### src/rtl/uart_tx.sv
// UART transmitter: pops one word from the upstream FIFO and shifts it out as start/data/[parity]/stop.
// Latency: pop strobe in the IDLE cycle, start bit on tx_o the next cycle; frame lasts (1+DataBits+ParityEn+StopBits)*16*ClkDiv clocks.
// Backpressure: pops only from IDLE, at most once per frame; fifo_empty_i is ignored while a frame is in progress.
module uart_tx #(
  parameter int DataBits = 8,
  parameter int ClkDiv   = 27,
  parameter int StopBits = 1,
  parameter int ParityEn = 0
) (
  input  logic                clk_i,
  input  logic                rst_i,
  input  logic                fifo_empty_i,
  input  logic [DataBits-1:0] fifo_data_i,
  output logic                fifo_rd_o,
  output logic                tx_o,
  output logic                busy_o
);

  localparam int DivW = (ClkDiv > 1) ? $clog2(ClkDiv) : 1;
  localparam int BitW = 4;

  typedef enum logic [2:0] {
    IDLE   = 3'd0,
    START  = 3'd1,
    DATA   = 3'd2,
    PARITY = 3'd3,
    STOP   = 3'd4
  } state_e;

  state_e              state_q, state_d;
  logic [DivW-1:0]     div_q, div_d;
  logic [3:0]          tick_q, tick_d;
  logic [BitW-1:0]     bit_q, bit_d;
  logic [DataBits-1:0] shift_q, shift_d;
  logic                par_q, par_d;
  logic                tx_q, tx_d;
  logic                busy_q, busy_d;
  logic                tick;
  logic                bit_done;
  logic                pop;

  // Oversample tick, end-of-bit strobe and pop request; the divider only runs inside a frame.
  always_comb begin
    tick     = (state_q != IDLE) && (div_q == DivW'(ClkDiv - 1));
    bit_done = tick && (tick_q == 4'd15);
    pop      = (state_q == IDLE) && !fifo_empty_i;
  end

  // Pop is combinational so the FIFO sees it in the same cycle the word is loaded; masked in reset.
  assign fifo_rd_o = rst_i && pop;
  assign tx_o      = tx_q;
  assign busy_o    = busy_q;

  // Divider and tick counter; both held at zero in IDLE so each frame starts phase-aligned.
  always_comb begin
    div_d  = div_q;
    tick_d = tick_q;
    if (state_q == IDLE) begin
      div_d  = '0;
      tick_d = '0;
    end else begin
      div_d = tick ? '0 : div_q + DivW'(1);
      if (tick) begin
        tick_d = tick_q + 4'd1;
      end
    end
  end

  // Frame sequencing, shift register and bit counting.
  always_comb begin
    state_d = state_q;
    bit_d   = bit_q;
    shift_d = shift_q;
    par_d   = par_q;
    case (state_q)
      IDLE: begin
        if (pop) begin
          shift_d = fifo_data_i;
          par_d   = ^fifo_data_i;
          bit_d   = '0;
          state_d = START;
        end
      end
      START: begin
        if (bit_done) begin
          state_d = DATA;
        end
      end
      DATA: begin
        if (bit_done) begin
          shift_d = shift_q >> 1;
          if (bit_q == BitW'(DataBits - 1)) begin
            bit_d   = '0;
            state_d = (ParityEn != 0) ? PARITY : STOP;
          end else begin
            bit_d = bit_q + BitW'(1);
          end
        end
      end
      PARITY: begin
        if (bit_done) begin
          state_d = STOP;
        end
      end
      STOP: begin
        if (bit_done) begin
          if (bit_q == BitW'(StopBits - 1)) begin
            bit_d   = '0;
            state_d = IDLE;
          end else begin
            bit_d = bit_q + BitW'(1);
          end
        end
      end
      default: state_d = IDLE;
    endcase
  end

  // Line and busy are computed from the next state so the registered outputs line up with state_q.
  always_comb begin
    tx_d   = 1'b1;
    busy_d = (state_d != IDLE);
    case (state_d)
      START:   tx_d = 1'b0;
      DATA:    tx_d = shift_d[0];
      PARITY:  tx_d = par_d;
      default: tx_d = 1'b1;
    endcase
  end

  // State and datapath registers.
  always_ff @(posedge clk_i or negedge rst_i) begin
    if (!rst_i) begin
      state_q <= IDLE;
      div_q   <= '0;
      tick_q  <= '0;
      bit_q   <= '0;
      shift_q <= '0;
      par_q   <= 1'b0;
      tx_q    <= 1'b1;
      busy_q  <= 1'b0;
    end else begin
      state_q <= state_d;
      div_q   <= div_d;
      tick_q  <= tick_d;
      bit_q   <= bit_d;
      shift_q <= shift_d;
      par_q   <= par_d;
      tx_q    <= tx_d;
      busy_q  <= busy_d;
    end
  end

endmodule

### config.mk
export PLATFORM = sky130hd
export DESIGN_NAME = uart_tx
export DESIGN_NICKNAME = d
export VERILOG_FILES = /design/src/rtl/uart_tx.sv
export SDC_FILE = /design/constraint.sdc
export NUM_CORES = 1
export LEC_CHECK = 0
export BUFFER_PORTS_ARGS = -buffer_cell sky130_fd_sc_hd__buf_2
export CAP_MARGIN = 20
export CELL_PAD_IN_SITES_DETAIL_PLACEMENT = 0
export CELL_PAD_IN_SITES_GLOBAL_PLACEMENT = 2
export CORE_MARGIN = 2
export CORE_UTILIZATION = 30
export CTS_BUF_LIST = sky130_fd_sc_hd__clkbuf_8
export CTS_CLUSTER_DIAMETER = 50
export DETAILED_ROUTE_END_ITERATION = 8
export PLACE_DENSITY_LB_ADDON = 0.1
export SYNTH_ARGS = -nofsm -noshare
export SYNTH_HDL_FRONTEND = slang
export SYNTH_SLANG_ARGS = --single-unit
export TNS_END_PERCENT = 30
### constraint.sdc
create_clock -name clk_i -period 1.8 [get_ports clk_i]
set_input_delay 0.27 -clock clk_i [delete_from_list [all_inputs] [get_ports clk_i]]
set_output_delay 0.27 -clock clk_i [all_outputs]
set_load 0.05 [all_outputs]
== Word level (Yosys, flattened, before mapping) ==
Index checks and enable logic that the tools add are counted.

* Add/sub/neg operators: 3
* $mul: 0
* Div/mod/pow operators: 0
* $lt $le $gt $ge: 0
* Eq/ne operators: 13
* Shifts and indexed selects: 0
* Multiplexer cells: 24
* Bitwise logic cells: 0
* Reduce and logical (&&, ||, !) cells: 15

{| class="wikitable"
|+ Operators by type and width
! cell !! number
|-
| $mux W4 || 7
|-
| $mux W3 || 7
|-
| $mux W8 || 2
|-
| $pmux W8 S2 || 1
|-
| $pmux W3 S5 || 1
|-
| $eq A3 B2 Y1 const B || 4
|-
| $pmux W4 S3 || 1
|-
| $mux W5 || 2
|-
| $reduce_bool A3 Y1 || 3
|-
| $add A4 B1 Y4 const B || 2
|-
| $reduce_xor A8 Y1 || 1
|-
| $eq A3 B1 Y1 const B || 2
|-
| $ne A2 B2 Y1 const B || 3
|-
| $add A5 B1 Y5 const B || 1
|-
| $eq A5 B5 Y1 const B || 1
|-
| $eq A4 B3 Y1 const B || 1
|-
| $eq A4 B4 Y1 const B || 1
|-
| $logic_and A1 B1 Y1 || 4
|-
| $logic_not A4 Y1 || 1
|-
| $reduce_and A4 Y1 || 1
|-
| $reduce_bool A2 Y1 || 2
|-
| $eq A3 B3 Y1 const B || 1
|-
| $logic_not A3 Y1 || 1
|-
| $pmux W1 S3 || 1
|-
| 3 further kinds || 4
|}

* Flip-flop bits (word level): 27
* Bits in latches: 0
* RAM bits: 0
* Memory bits (read-only): 0
* Input port bits: 11
* Output and inout bits: 3
* Logic and storage cells: 64
* Memories kept: 0

== Logic depth before layout (Yosys ltp) ==
* Depth in word-level cells: 7
* Gate-level depth with buffers: 8

== Worst setup path after synthesis ==
OpenSTA, ideal clock, no wires.

* Path kind: reg-to-output
* From: register state_q[2]
* To: output port fifo_rd_o
* Arrival time: 1.668 ns
* Required time: 1.530 ns
* Path slack: -0.138 ns
* Cell stages (with the launch flop): 5
* Buffers on the path: 2
* Cell sequence: dfrtp_1 > buf_6 > nor4_4 > clkbuf_1 > and2_1

* Word-level cells in the longest chain between the ends: 3

{| class="wikitable"
|+ Ends and longest elaborated chain
! what !! RTL line !! source
|-
| start, declared || 30 || <nowiki>state_e state_q, state_d;</nowiki>
|-
| start signal, assigned || 143 || <nowiki>state_q <= state_d;</nowiki>
|-
| $logic_not A3 Y1 || 46 || <nowiki>pop = (state_q == IDLE) && !fifo_empty_i;</nowiki>
|-
| $logic_and A1 B1 Y1 || 46 ||
|-
| $logic_and A1 B1 Y1 || 50 || <nowiki>assign fifo_rd_o = rst_i && pop;</nowiki>
|-
| end, declared || 14 || <nowiki>output logic fifo_rd_o,</nowiki>
|}

No other way between the ends.

== Worst setup path after layout ==
* From: register div_q[0]
* To: register busy_q (netlist: busy_o)

* Word-level cells in the longest chain between the ends: 6
* Elaborated cells between the ends (all ways): 9
* Those cells by class: eq/ne: 1; mux: 5; reduce/logical: 3

{| class="wikitable"
|+ Ends and longest elaborated chain
! what !! RTL line !! source
|-
| start, declared || 31 || <nowiki>logic [DivW-1:0] div_q, div_d;</nowiki>
|-
| start signal, assigned || 144 || <nowiki>div_q <= div_d;</nowiki>
|-
| $eq A5 B5 Y1 * || 44 || <nowiki>tick = (state_q != IDLE) && (div_q == DivW'(ClkDiv - 1));</nowiki>
|-
| $logic_and A1 B1 Y1 * || 44 ||
|-
| $logic_and A1 B1 Y1 * || 45 || <nowiki>bit_done = tick && (tick_q == 4'd15);</nowiki>
|-
| $mux W3 (on tied branches) || -- ||
|-
| $pmux W3 S5 * || 75 || <nowiki>case (state_q)</nowiki>
|-
| via state_d[0] || 30 ||
|-
| $reduce_bool A3 Y1 * || 122 || <nowiki>busy_d = (state_d != IDLE);</nowiki>
|-
| via busy_d || 37 || <nowiki>logic busy_q, busy_d;</nowiki>
|-
| end signal, assigned || 150 || <nowiki>busy_q <= busy_d;</nowiki>
|-
| end, declared || 37 ||
|}

Mark *: on every way through the listed nets, which the timed path passes. The rest lies on a longest branch.
A chain may end at the register's enable or synchronous reset.

==> results.txt <==
The via density per instance came out at 5.04. The number of hold violations in the final report came to 0. The number of antenna violations at the first check in global routing came out at 0. The number of levels the H-tree was split into is 1.

Row generation in the floorplan step produced 25 rows. The global placement routability congestion is 0.742. In this run the cell area of the synthesized design comes to 0.00144 mm^2.

Of the total power, the clock network draws 0.238. The worst register-to-register path ends at busy_o. The total power per unit cell area came out at 894 mW/mm^2. Yosys attributes the largest share of cell area to dfrtp_1 45%, xnor2_1 5.5%, ha_1 4.3%.

After global routing the overflow that remains totals 0. The depth of the most critical reg-to-reg path is 6. The CTS buffer count is 3.

The number of port buffers is 13. The required time of the worst setup path is 1970 ps. The timing endpoint of the critical path is busy_o.

A synthesized cell averages 10.5 um^2. The worst register-to-register path begins at div_q[0]. In this run the cell area measured after placement is 0.00164 mm^2. For this run, the detailed router's first-pass iteration total came to 4.

The share of the Yosys chip area taken by registers is 0.469. The via count of the first global-routing pass is 1118. The clock insertion delay at the later pin of the skew report is 280 ps. For flop-to-flop paths, the worst setup slack is 10 ps. Setup repair after global routing could not meet its margin everywhere.

Of the total power, the share spent switching nets is 0.309. The floorplan die area is 0.00538 mm^2. The number of antenna-violating nets in the routed design came out at 0. The fraction of layout instances using a drive strength above 1 is 0.289. The sequential cell area came out at 677 um^2.

Of the total power, registers draw 0.532. Summed over all nets, the switching power comes to 480 uW. The clock arrives with 4.56 ps of skew. The tool flagged a number of max-cap violations equal to 0. CTS saw 27 sinks. The post-synthesis cell type with the largest combined area is dfrtp_1. The worst path in the final design needs a cycle of 1790 ps, including I/O delays and setup. Summing all multi-input logic gate instances after layout gives 716 um^2. The total core area came out at 0.00469 mm^2. Synthesis instantiated 46 different standard cells from the library. The number of register bits inferred by synthesis came out at 27.

Of the post-synthesis cell area, the dominant cell type holds 0.451. The critical path data arrival time came out at 1950 ps. The per-cell routed wire length came out at 14.0 um. TritonCTS built the clock tree.

The DRC violation count after routing is 0. The overall track demand over capacity in global routing came out at 0.130. The synthesized instance count is 138. The floorplan step set the die width to 73.3 um. STA classifies the critical path endpoint as a flip-flop.

The number of DRC markers in iteration 0 came out at 74. The first global-routing pass estimated 5.35 mm of wire. The cell-internal power is 1070 uW. Tracing the worst setup path back leads to its startpoint at div_q[0]. The initial utilization of the core area, before any placement, comes to 0.307. For this design the top-level I/O count stands at 14. The count of antenna diodes in the layout came out at 0.

The cell at the root of the clock tree is clkbuf_8. The portion of the clock cycle consumed by the worst path in the final layout came out at 0.993. The total number of vias came out at 1108. The warning count from the yosys run is 0.

For this run, the post-layout net count is 183. The critical path in this run is classified as reg -> reg. The run finished with clean final reports. The setup TNS after final layout is 0 ps. The clock passes through at most 2 buffers. The area growth from synthesis to layout is 20.3%. The hold-fix buffer count after cts came out at 0. The worst hold path belongs to the class in -> async. The combinational share of power is 0.230. The peak clock frequency supported by timing is 559 MHz. The clock-pin slew on the worst setup and hold paths is 100 ps. The worst slack after detailed placement is 29.4 ps. Setup violations remaining at the end of the flow were counted as 0. In the synthesized netlist the dominant register cell turns out to be dfrtp_1. The slew at the pin closest to its max-slew limit is 371 ps. The startpoint type of the worst setup path is a flip-flop. The pin count of the biggest net entering global routing is 28. The reported leakage power came out at 0.000807 uW. The number of enable flip-flop cells after synthesis is 0. The worst max-slew margin expressed relative to the limit is 0.753. Measured along the y axis, the die boundary spans 73.3 um. The placed wire-length estimate after detailed placement came out at 2.27 mm. The routed design has 3.07 mm of wire. The worst-case vdd ir drop is 0.421 mV.

The finished layout cell area came out at 0.00174 mm^2. The count of pins over their slew limit is 0. The net count of the mapped netlist is 154. The design draws 1550 uW. The setup slack of the critical path after layout came out at 11.8 ps. The largest fanout on the critical path is 5. The share of async-settable or async-resettable flops after synthesis came out at 1.00. The layout has 499 filler cells.
## layout make-up
class | count | share of cell area
Inverter | 13 | 0.0281
Sequential cell | 27 | 0.390
Timing Repair Buffer | 28 | 0.102
Multi-Input combinational cell | 94 | 0.412
Clock inverter | 1 | 0.00433
Clock buffer | 3 | 0.0238
Tap cell | 54 | 0.0389
## worst min-delay path by stage
stage          startpoint       end  slack [ps]
2_1_floorplan       rst_i  bit_q[0]         -30
3_3_place_gp        rst_i  bit_q[3]         330
3_5_place_dp        rst_i  bit_q[3]         340
4_1_cts             rst_i  bit_q[2]          30
5_1_grt             rst_i  bit_q[3]          40
6_report            rst_i  bit_q[3]           5
## flip-flops by register name (all words and copies together), names as in the netlist
signal   cells
busy_o       1
tick_q       4
div_q        5
tx_o         1
bit_q        4
state_q      3
par_q        1
shift_q      8
## cell usage in the layout, fill, tap and decap left out, drive strengths merged, types with 2 or more instances in the layout
cell type  Yosys  final
inv           13     13
nor3           4      4
xor2           4      4
a21oi          5      5
a31o           2      2
a21o           3      3
clkbuf         1      3
or3b           2      2
nor2          16     16
dfrtp         26     26
nand2          9      9
ha             5      5
o21ai          3      3
a222oi         6      6
nand3          4      4
buf            3     28
xnor2          9      9
## Yosys cell counts (2+ instances only)
cell type  instances
xnor2_1            9
inv_1             13
xor2_1             4
nor3_1             2
dfrtp_1           26
nor3_2             2
o21ai_1            2
nand2_1            9
nand3_1            4
ha_1               5
a222oi_1           6
a21oi_1            4
or3b_1             2
nor2_1            16
a21o_1             3
## timing repair
action / CTS / global route
setup buffers: 1 / 2
pin swaps: 1 / 2
cloned: 0 / 0
setup endpoints to repair: 2 / 8
gates resized for setup: 0 / 6
## cells by family (layout without fill, tap and decap cells)
kind of cell / count (synthesis) / after routing / share of synthesized area
AO/OA/AOI/OAI: 28 / 28 / 0.159
XOR/XNOR: 13 / 13 / 0.0789
adder cells (fa/ha/maj): 5 / 5 / 0.0434
buffers and inverters: 17 / 45 / 0.0529
flip-flops: 27 / 27 / 0.469
AND/OR/NAND/NOR: 48 / 48 / 0.197
## critical path, cell delays in order, from the launching register on
cell and delay (ps):
dfrtp_1 390, inv_1 60, ha_2 160, and4b_2 300
nand2_1 130, a31o_2 290, or3_1 340
## through the flow
step,hold slack (ps),instances,util
final,4.94,220,0.370
after global routing,37.5,220,0.370
after CTS,25.8,218,0.362
after detailed placement,340,213,0.350
after global placement,331,213,0.350
after floorplan,-25.6,138,-
## power by group through the flow
stage                     combinational (uW)  clock (uW)  sequential [uW]
after floorplan                          236           0              824
after global placement                   343           0              831
after detailed placement                 342           0              838
after CTS                                348         391              824
after global routing                     409         408              841
final                                    357         370              825
## routing by layer
layer	wire length [um]	track usage	part of all wire	up-vias
li1	-	-	-	542
met1	1400	0.170	0.46	550
met2	1550	0.215	0.50	11
met3	67	0.0206	0.022	5
met4	54	0.0545	0.018	0
met5	0	0	0	-
Note: power is estimated with default switching activity, not from simulation.
